`config.mk`:
```
export PLATFORM = sky130hd
export DESIGN_NAME = dac_wave_counter
export DESIGN_NICKNAME = d
export VERILOG_FILES = /design/src/rtl/dac_wave_counter.sv
export SDC_FILE = /design/constraint.sdc
export NUM_CORES = 1
export LEC_CHECK = 0
export ABC_CLOCK_PERIOD_IN_PS = 6500
export CAP_MARGIN = 10
export CORE_AREA = 2 2 62 64
export DETAILED_ROUTE_END_ITERATION = 10
export DIE_AREA = 0 0 64 66
export HOLD_SLACK_MARGIN = 0.15
export PLACE_DENSITY_LB_ADDON = 0.15
export SYNTH_ARGS = -nofsm -noshare
export SYNTH_HDL_FRONTEND = slang
export SYNTH_SLANG_ARGS = --single-unit
```
`constraint.sdc`:
```
create_clock -name clk -period 6.5 [get_ports clk]
set_clock_uncertainty 0.2 [all_clocks]
set_input_delay 1.3 -clock clk [delete_from_list [all_inputs] [get_ports clk]]
set_output_delay 1.3 -clock clk [all_outputs]
set_load 0.005 [all_outputs]
```
`src/rtl/dac_wave_counter.sv`:
```
// dac_wave_counter: sawtooth/triangle/square/hold DAC code generator with period pulse.
// Optional DAC_LIMIT_EN adds a runtime limit port that sets the full-scale value.
module dac_wave_counter #(
  parameter int WIDTH  = 8,
  parameter int STEP_W = 4
) (
  input  logic              clk,
  input  logic              rst,
  input  logic              en,
  input  logic              clear,
  input  logic [1:0]        mode,
  input  logic [STEP_W-1:0] step,
`ifdef DAC_LIMIT_EN
  input  logic [WIDTH-1:0]  limit,
`endif
  output logic [WIDTH-1:0]  dacCount,
  output logic              dir,
  output logic              period_done
);
  logic [1:0]       r_mode;
  logic [WIDTH-1:0] r_phase;
  logic [WIDTH:0]   w_maxv, w_step, w_up, w_dn, w_ph;
  logic [WIDTH-1:0] w_cnt_n, w_ph_n;
  logic             w_dir_n, w_pd_n, w_restart, w_adv;
`ifdef DAC_LIMIT_EN
  assign w_maxv = {1'b0, limit};
`else
  assign w_maxv = {1'b0, {WIDTH{1'b1}}};
`endif
  // One extra bit on every sum so overflow is compared, never wrapped
  assign w_step    = {{(WIDTH+1-STEP_W){1'b0}}, step};
  assign w_up      = {1'b0, dacCount} + w_step;
  assign w_dn      = {1'b0, dacCount} - w_step;
  assign w_ph      = {1'b0, r_phase} + w_step;
  assign w_restart = (mode != r_mode) || clear;
  assign w_adv     = en && (step != '0) && (r_mode != 2'b11);
  always_comb begin
    w_cnt_n = dacCount;
    w_dir_n = dir;
    w_ph_n  = r_phase;
    w_pd_n  = 1'b0;
    if (w_restart) begin
      w_cnt_n = (mode == 2'b10) ? w_maxv[WIDTH-1:0] : '0;
      w_dir_n = 1'b0;
      w_ph_n  = '0;
    end else if (w_adv) begin
      case (r_mode)
        2'b00: begin
          w_pd_n  = w_up > w_maxv;
          w_cnt_n = w_pd_n ? '0 : w_up[WIDTH-1:0];
        end
        2'b01: begin
          if (!dir) begin
            w_dir_n = w_up >= w_maxv;
            w_cnt_n = w_dir_n ? w_maxv[WIDTH-1:0] : w_up[WIDTH-1:0];
          end else begin
            w_pd_n  = {1'b0, dacCount} <= w_step;
            w_dir_n = !w_pd_n;
            w_cnt_n = w_pd_n ? '0 : w_dn[WIDTH-1:0];
          end
        end
        2'b10: begin
          w_ph_n  = w_ph[WIDTH-1:0];
          w_pd_n  = w_ph[WIDTH];
          w_cnt_n = w_ph[WIDTH-1] ? '0 : w_maxv[WIDTH-1:0];
        end
        default: ;
      endcase
    end
  end
  always_ff @(posedge clk) begin
    if (rst) begin
      r_mode      <= 2'b00;
      r_phase     <= '0;
      dacCount    <= '0;
      dir         <= 1'b0;
      period_done <= 1'b0;
    end else begin
      r_mode      <= mode;
      r_phase     <= w_ph_n;
      dacCount    <= w_cnt_n;
      dir         <= w_dir_n;
      period_done <= w_pd_n;
    end
  end
endmodule
```
==> results of run 1 <==
==> cell type report <==
cell class	instances	share of cell area [%]
Timing Repair Buffer	19	9.069
Multi-Input combinational cell	186	65.93
Clock buffer	3	1.074
Tap cell	48	2.864
Sequential cell	20	19.09
Inverter	11	1.969
==> kinds of logic after synthesis <==
family,count (synthesis)
muxes,3
buffers and inverters,23
and+or+nand+nor,89
adders and majority gates,19
AOI/OAI and AO/OA,61
xor gates and xnor gates,14
DFF,20
==> tightest hold or removal path, cell delays in order (launching register included) <==
cell and delay [ps]:
dfxtp_1 330, nand2_1 50, a21oi_1 50
==> power groups by stage <==
stage / Combinational, mW / Sequential (mW) / Clock, mW
floorplan: 0.0935 / 0.135 / 0
global placement: 0.123 / 0.141 / 0
detailed placement: 0.123 / 0.141 / 0
CTS: 0.124 / 0.138 / 0.0626
global route: 0.137 / 0.139 / 0.0660
finish: 0.125 / 0.138 / 0.0592
==> synth_stat cells (2+ instances only) <==
cell type	number
and2_1	4
o21ai_1	3
buf_2	2
o31ai_1	2
nand4_1	3
xor2_1	8
nand2b_1	10
nor2_1	22
nor4_1	3
ha_1	16
a211oi_2	2
fa_1	3
nor3_1	5
a2111oi_2	4
nor2b_1	5
buf_6	2
and3_1	3
nand3_1	3
a211oi_1	3
mux2_2	2
clkbuf_1	8
o211ai_1	3
nand3b_1	3
or3_1	6
a221oi_1	2
xnor2_1	6
dfxtp_1	20
o21a_1	2
a31oi_1	5
a21oi_1	13
o21ai_0	8
inv_1	11
nand2_1	16
a21o_1	2
==> flip-flops by register name (all words and copies together), names as in the netlist <==
name,flops
period_done,1
r_phase,8
dir,1
dacCount,8
r_mode,2
==> worst paths after layout <==
kind	start	end	slack, ps	cells after the start
setup / recovery	step[1]	dacCount[5]$_SDFFE_PP0P_	2510	9
hold / removal	r_phase[2]$_SDFFE_PP0P_	r_phase[2]$_SDFFE_PP0P_	270	2
setup reg to reg	dacCount[0]$_SDFFE_PP0P_	dacCount[7]$_SDFFE_PP0P_	3720	10
hold reg to reg	r_phase[2]$_SDFFE_PP0P_	r_phase[2]$_SDFFE_PP0P_	270	2
==> stage by stage <==
stage / cells / total power [mW] / utilization, % / setup slack, ps / hold slack, ps
finish: 287 / 0.3217 / 59.06 / 2510 / 265.8
global route: 287 / 0.3418 / 59.06 / 2298 / 296.8
CTS: 287 / 0.3245 / 59.06 / 2507 / 266.7
detailed placement: 284 / 0.2640 / 58.42 / 2154 / 250.8
global placement: 284 / 0.2632 / 58.42 / 2186 / 246.5
floorplan: 229 / 0.2289 / - / 3056 / 235.6
==> cell usage in the layout (no fill, tap or decap), types with 3 or more instances in the layout <==
| master | count |
|---|---|
| and2_1 | 4 |
| nor2_1 | 22 |
| ha_1 | 16 |
| nand3_1 | 3 |
| nand2_1 | 16 |
| or3_1 | 6 |
| and3_1 | 3 |
| nor2b_1 | 5 |
| a211oi_1 | 3 |
| dfxtp_1 | 20 |
| nand4_1 | 3 |
| fa_1 | 3 |
| a31oi_1 | 5 |
| o211ai_1 | 3 |
| o21ai_0 | 8 |
| xnor2_1 | 6 |
| a21oi_1 | 13 |
| nand3b_1 | 3 |
| o21ai_1 | 3 |
| inv_1 | 11 |
| xor2_1 | 8 |
| clkdlybuf4s50_1 | 19 |
| nor4_1 | 3 |
| clkbuf_4 | 3 |
| nand2b_1 | 10 |
| nor3_1 | 5 |
| a2111oi_2 | 4 |
==> per-layer routing <==
layer  track usage (%)  routed length, µm  vias to the layer above
li1                  -                  -                      844
met1             29.80               2041                      768
met4             7.065                 68                        0
met2             39.84               2060                       51
met5                 0                  0                        -
met3             1.533                209                        8
==> results.sh, run 1 <==
export IMPL_syn_area_mm2=0.001887
export IMPL_multiInputGateArea_mm2=0.001383
export IMPL_pwr_share_clk_pct=18.4
export IMPL_synth_compound_area_share_pct=25.60
export IMPL_tns_ps=0
export IMPL_start_util_pct=53.14
export IMPL_drtIter0Drc=121
export IMPL_syn_avg_cell_area_um2=8.239
export IMPL_max_slew_margin_rel_pct=60.19
export IMPL_synthMuxAreaShare_pct=1.724
export IMPL_cp_top_family="compound AO/OA/AOI/OAI gates"
export IMPL_grt_max_degree=17
export IMPL_fmax_ghz=0.2506
export IMPL_clk_latency_ps=300
export IMPL_endpoint_kind="register"
export IMPL_clock_root_buffer="clkbuf_4"
export IMPL_avgRoutedWirePerCell_um=15.25
export IMPL_cts_tree="done"
export IMPL_ios=20
export IMPL_design_die_area_mm2=0.004224
export IMPL_tightest_slew_ps=595.3
export IMPL_status="completed"
export IMPL_place_congestion=0.9252
export IMPL_placed_area_mm2=0.002074
export IMPL_powerDensity_mw_per_mm2=153.4
export IMPL_post_cts_buffers=0
export IMPL_syn_nets=258
export IMPL_power_net_switching_mw=0.1163
export IMPL_synth_warning_count=0
export IMPL_h_tree_depth=1
export IMPL_drcViolationCount=0
export IMPL_comb_power_share_pct=38.7
export IMPL_vias=1671
export IMPL_path_clk_slew_ps=110
export IMPL_hold_viol_final=0
export IMPL_critical_path_class="input pin to register"
export IMPL_yosys_area_top_type_share_pct=21.22
export IMPL_synth_distinct_cells=53
export IMPL_die_w_um=64
export IMPL_layout_drive_gt1_share_pct=8.787
export IMPL_pwr_share_seq_pct=42.8
export IMPL_cts_sinks=20
export IMPL_crit_required_ps=6470
export IMPL_intPower_mw=0.2054
export IMPL_place_hpwl_mm=3.297
export IMPL_min_period_ps=3990
export IMPL_ys_ff_latch=20
export IMPL_ant_nets=0
export IMPL_critPathLaunchType="input pin"
export IMPL_postSynth_asyncResetShare_pct=0
export IMPL_crit_path_max_incr_delay_ps=650
export IMPL_post_route_period_util_pct=61.39
export IMPL_arrival_ps=3960
export IMPL_crit_slowest_cell="clkdlybuf4s50_1"
export IMPL_synth_area_top_cells="dfxtp_1 21%, ha_1 11%, nor2_1 4.4%"
export IMPL_slew_viol_final=0
export IMPL_synth_edff_count=0
export IMPL_synthAdderAreaFrac_pct=13.79
export IMPL_core_area_mm2=0.003551
export IMPL_firstDrtPassIters=4
export IMPL_path_buf_inv=1
export IMPL_hold_buffers=0
export IMPL_stdcell_area_mm2=0.002097
export IMPL_rows=22
export IMPL_grt_pass1_wl_mm=7.548
export IMPL_synth_top_flop_cell="dfxtp_1"
export IMPL_grt_ovfl_total=0
export IMPL_nets=270
export IMPL_sw_frac_of_total_pct=36.16
export IMPL_post_cts_resized=0
export IMPL_seq_area_um2=400.4
export IMPL_grtUsageTotal_pct=22.74
export IMPL_hold_class="register to register"
export IMPL_grt_pass1_vias=1608
export IMPL_fillers=337
export IMPL_setup_viol=0
export IMPL_yosysSeqAreaShare_pct=21.22
export IMPL_area_growth_pct=11.14
export IMPL_drv_cap=0
export IMPL_synth_top_family_by_area="simple AND/OR/NAND/NOR gates"
export IMPL_die_y_um=66
export IMPL_rsz0062_at_grt="no"
export IMPL_vdd_drop_max_v=0.00008157
export IMPL_synth_simple_gate_area_share_pct=25.66
export IMPL_synth_top_cell_by_area="dfxtp_1"
export IMPL_synth_xor_area_share_pct=6.499
export IMPL_detail_route_vias_per_cell=5.822
export IMPL_path_cells="clkdlybuf4s50_1 > ha_1 > a211oi_1 > nor2_1 > o21ai_0 > xor2_1 > a211oi_4 > o221a_1 > nor4_1"
export IMPL_insertedDiodeCount=0
export IMPL_syn_instance_count=229
export IMPL_critPathMaxFanout=8
export IMPL_numCtsBuffers=3
export IMPL_io_buffers=19
export IMPL_antenna_found_initial=0
export IMPL_cts_buffer_depth=2
export IMPL_wl_mm=4.378
export IMPL_leakage_nw=0.7563
Note: power is estimated with default switching activity, not from simulation.
==> inputs of run 2 (changes only) <==
--- a/config.mk
+++ b/config.mk
@@ -5,7 +5,7 @@
 export SDC_FILE = /design/constraint.sdc
 export NUM_CORES = 1
 export LEC_CHECK = 0
-export ABC_CLOCK_PERIOD_IN_PS = 6500
+export ABC_CLOCK_PERIOD_IN_PS = 3800
 export CAP_MARGIN = 10
 export CORE_AREA = 2 2 62 64
 export DETAILED_ROUTE_END_ITERATION = 10
==> constraint.sdc (replaced) <==
create_clock -name clk -period 3.8 [get_ports clk]
set_clock_uncertainty 0.2 [all_clocks]
set_input_delay 0.76 -clock clk [delete_from_list [all_inputs] [get_ports clk]]
set_output_delay 0.76 -clock clk [all_outputs]
set_load 0.005 [all_outputs]
==> run 2 against run 1 <==
Net effect:
- routed wire length up 4.0%
- first-iteration DRC count up 5.8%
- register-to-register slack got worse by 2700 ps
- non-clock buffer count increased by 5
- combinational power rose by 74%
- critical path depth rose by 1
- global-route usage increased by 1.2 points
- worst setup slack worse by 2000 ps
- via count decreased by 1.3%
- critical endpoint is now dacCount[7]$_SDFFE_PP0P_
- highest routed layer unchanged
==> results.sh, run 2 (synthesis gave the netlist of run 1 again) <==
export IMPL_min_period_ps=3285
export IMPL_avgRoutedWirePerCell_um=15.54
export IMPL_ios=20
export IMPL_reg_top3="dacCount (8), r_phase (8), r_mode (2)"
export IMPL_layout_drive_gt1_share_pct=11.02
export IMPL_endpoint_kind="register"
export IMPL_rows=22
export IMPL_sw_frac_of_total_pct=35.35
export IMPL_cts_sinks=20
export IMPL_pwr_share_seq_pct=40.5
export IMPL_h_tree_depth=1
export IMPL_tns_ps=0
export IMPL_post_cts_resized=0
export IMPL_ant_nets=0
export IMPL_tightest_slew_ps=597.1
export IMPL_clk_latency_ps=320
export IMPL_area_growth_pct=13.86
export IMPL_critPathLaunchType="input pin"
export IMPL_die_y_um=66
export IMPL_crit_start="step[0]"
export IMPL_grt_util_met3_pct=3.748
export IMPL_cts_tree="done"
export IMPL_path_cells="clkdlybuf4s50_1 > ha_1 > fa_1 > nand2b_1 > a21oi_4 > a211oi_2 > nand3b_1 > o31a_1 > o211a_1 > nor4_2"
export IMPL_powerDensity_mw_per_mm2=271.3
export IMPL_power_mw=0.5828
export IMPL_crit_path_max_incr_delay_ps=480
export IMPL_io_buffers=19
export IMPL_r2r_end="dacCount[7]$_SDFFE_PP0P_"
export IMPL_hold_viol_final=0
export IMPL_drv_cap=0
export IMPL_fmax_ghz=0.3044
export IMPL_detail_route_vias_per_cell=5.628
export IMPL_clock_root_buffer="clkbuf_4"
export IMPL_vias=1649
export IMPL_place_hpwl_mm=3.468
export IMPL_ff2ff_path_depth=10
export IMPL_grt_ovfl_total=0
export IMPL_final_util_pct=60.50
export IMPL_arrival_ps=3330
export IMPL_crit_end="dacCount[7]$_SDFFE_PP0P_"
export IMPL_place_congestion=0.8790
export IMPL_antenna_found_initial=0
export IMPL_cp_top_family="compound AO/OA/AOI/OAI gates"
export IMPL_cts_buffer_depth=2
export IMPL_vdd_drop_max_v=0.0002366
export IMPL_numCtsBuffers=3
export IMPL_use_met1_pct=31.19
export IMPL_layout_common_cells="22 x nor2_1, 20 x dfxtp_1, 19 x clkdlybuf4s50_1, 16 x nand2_1, 16 x ha_1"
export IMPL_hold_buffers=0
export IMPL_setup_viol=0
export IMPL_grt_max_degree=17
export IMPL_post_route_period_util_pct=86.44
export IMPL_power_net_switching_mw=0.2060
export IMPL_nets=275
export IMPL_die_w_um=64
export IMPL_rsz0062_at_grt="no"
export IMPL_wl_mm=4.553
export IMPL_core_area_mm2=0.003551
export IMPL_start_util_pct=53.14
export IMPL_firstDrtPassIters=4
export IMPL_comb_power_share_pct=37.4
export IMPL_crit_slowest_cell="clkdlybuf4s50_1"
export IMPL_reg2reg_from="dacCount[0]$_SDFFE_PP0P_"
export IMPL_hold_worst_slack_ps=268.6
export IMPL_r2r_slack_ps=1040
export IMPL_max_slew_margin_rel_pct=60.07
export IMPL_intPower_mw=0.3768
export IMPL_design_die_area_mm2=0.004224
export IMPL_drcViolationCount=0
export IMPL_layout_commonest_cell="nor2_1"
export IMPL_gr_usage_met2_pct=40.89
export IMPL_post_cts_buffers=0
export IMPL_slew_viol_final=0
export IMPL_grtUsageTotal_pct=23.98
export IMPL_grt_pass1_vias=1648
export IMPL_drtIter0Drc=128
export IMPL_critPathMaxFanout=7
export IMPL_path_buf_inv=1
export IMPL_path_clk_slew_ps=130
export IMPL_top_usage_layer="met2"
export IMPL_crit_required_ps=3840
export IMPL_fillers=326
export IMPL_pwr_share_clk_pct=22.1
export IMPL_seq_area_um2=400.4
export IMPL_grt_pass1_wl_mm=7.955
export IMPL_insertedDiodeCount=0
export IMPL_status="completed"
export IMPL_critical_path_class="input pin to register"
export IMPL_hold_class="register to register"
export IMPL_multiInputGateArea_mm2=0.001383
export IMPL_crit_cells=10
export IMPL_leakage_nw=0.7884
run 2: cell count changes in the layout (fill, tap and decap cells not counted), sizes merged:
cell	previous run	this run
buf	0	5
clkbuf	3	4
run 2: layout make-up:
class                      count  area share (%)
tap                           48           2.796
inverter                      11           1.922
timing repair buffer          24           10.60
multi-input combinational    186           64.36
clock buffer                   4           1.689
sequential                    20           18.64
run 2: worst min-delay path: stages (launching register included):
cell and delay (ps):
dfxtp_1 330, nand2_1 50, a21oi_1 50
run 2: per-stage QoR:
stage                     cell area [µm²]  cells  setup slack (ps)
after floorplan                      1887    229             896.5
after global placement               2112    289             232.4
after detailed placement             2112    289             202.7
after CTS                            2148    293             516.3
after global routing                 2148    293             341.3
final                                2148    293             515.4
run 2: worst min path at each step:
stage	start	end	depth (start not counted)
final	r_phase[0]$_SDFFE_PP0P_	r_phase[0]$_SDFFE_PP0P_	2
after global routing	r_phase[2]$_SDFFE_PP0P_	r_phase[2]$_SDFFE_PP0P_	2
after CTS	r_phase[0]$_SDFFE_PP0P_	r_phase[0]$_SDFFE_PP0P_	2
after detailed placement	r_phase[0]$_SDFFE_PP0P_	r_phase[0]$_SDFFE_PP0P_	2
after global placement	r_phase[2]$_SDFFE_PP0P_	r_phase[2]$_SDFFE_PP0P_	2
after floorplan	r_phase[2]$_SDFFE_PP0P_	r_phase[2]$_SDFFE_PP0P_	2
run 2: metal layers:
metal	part of all wire, %	up-vias
met5	0	-
met4	1.4	0
met3	3.2	6
met2	48	42
met1	47	755
li1	-	846
run 2: power groups by stage:
stage	sequential [mW]	clock [mW]	combinational, mW
finish	0.236	0.129	0.218
CTS	0.236	0.131	0.217
global placement	0.241	0	0.216
global route	0.239	0.143	0.242
floorplan	0.232	0	0.160
detailed placement	0.241	0	0.216
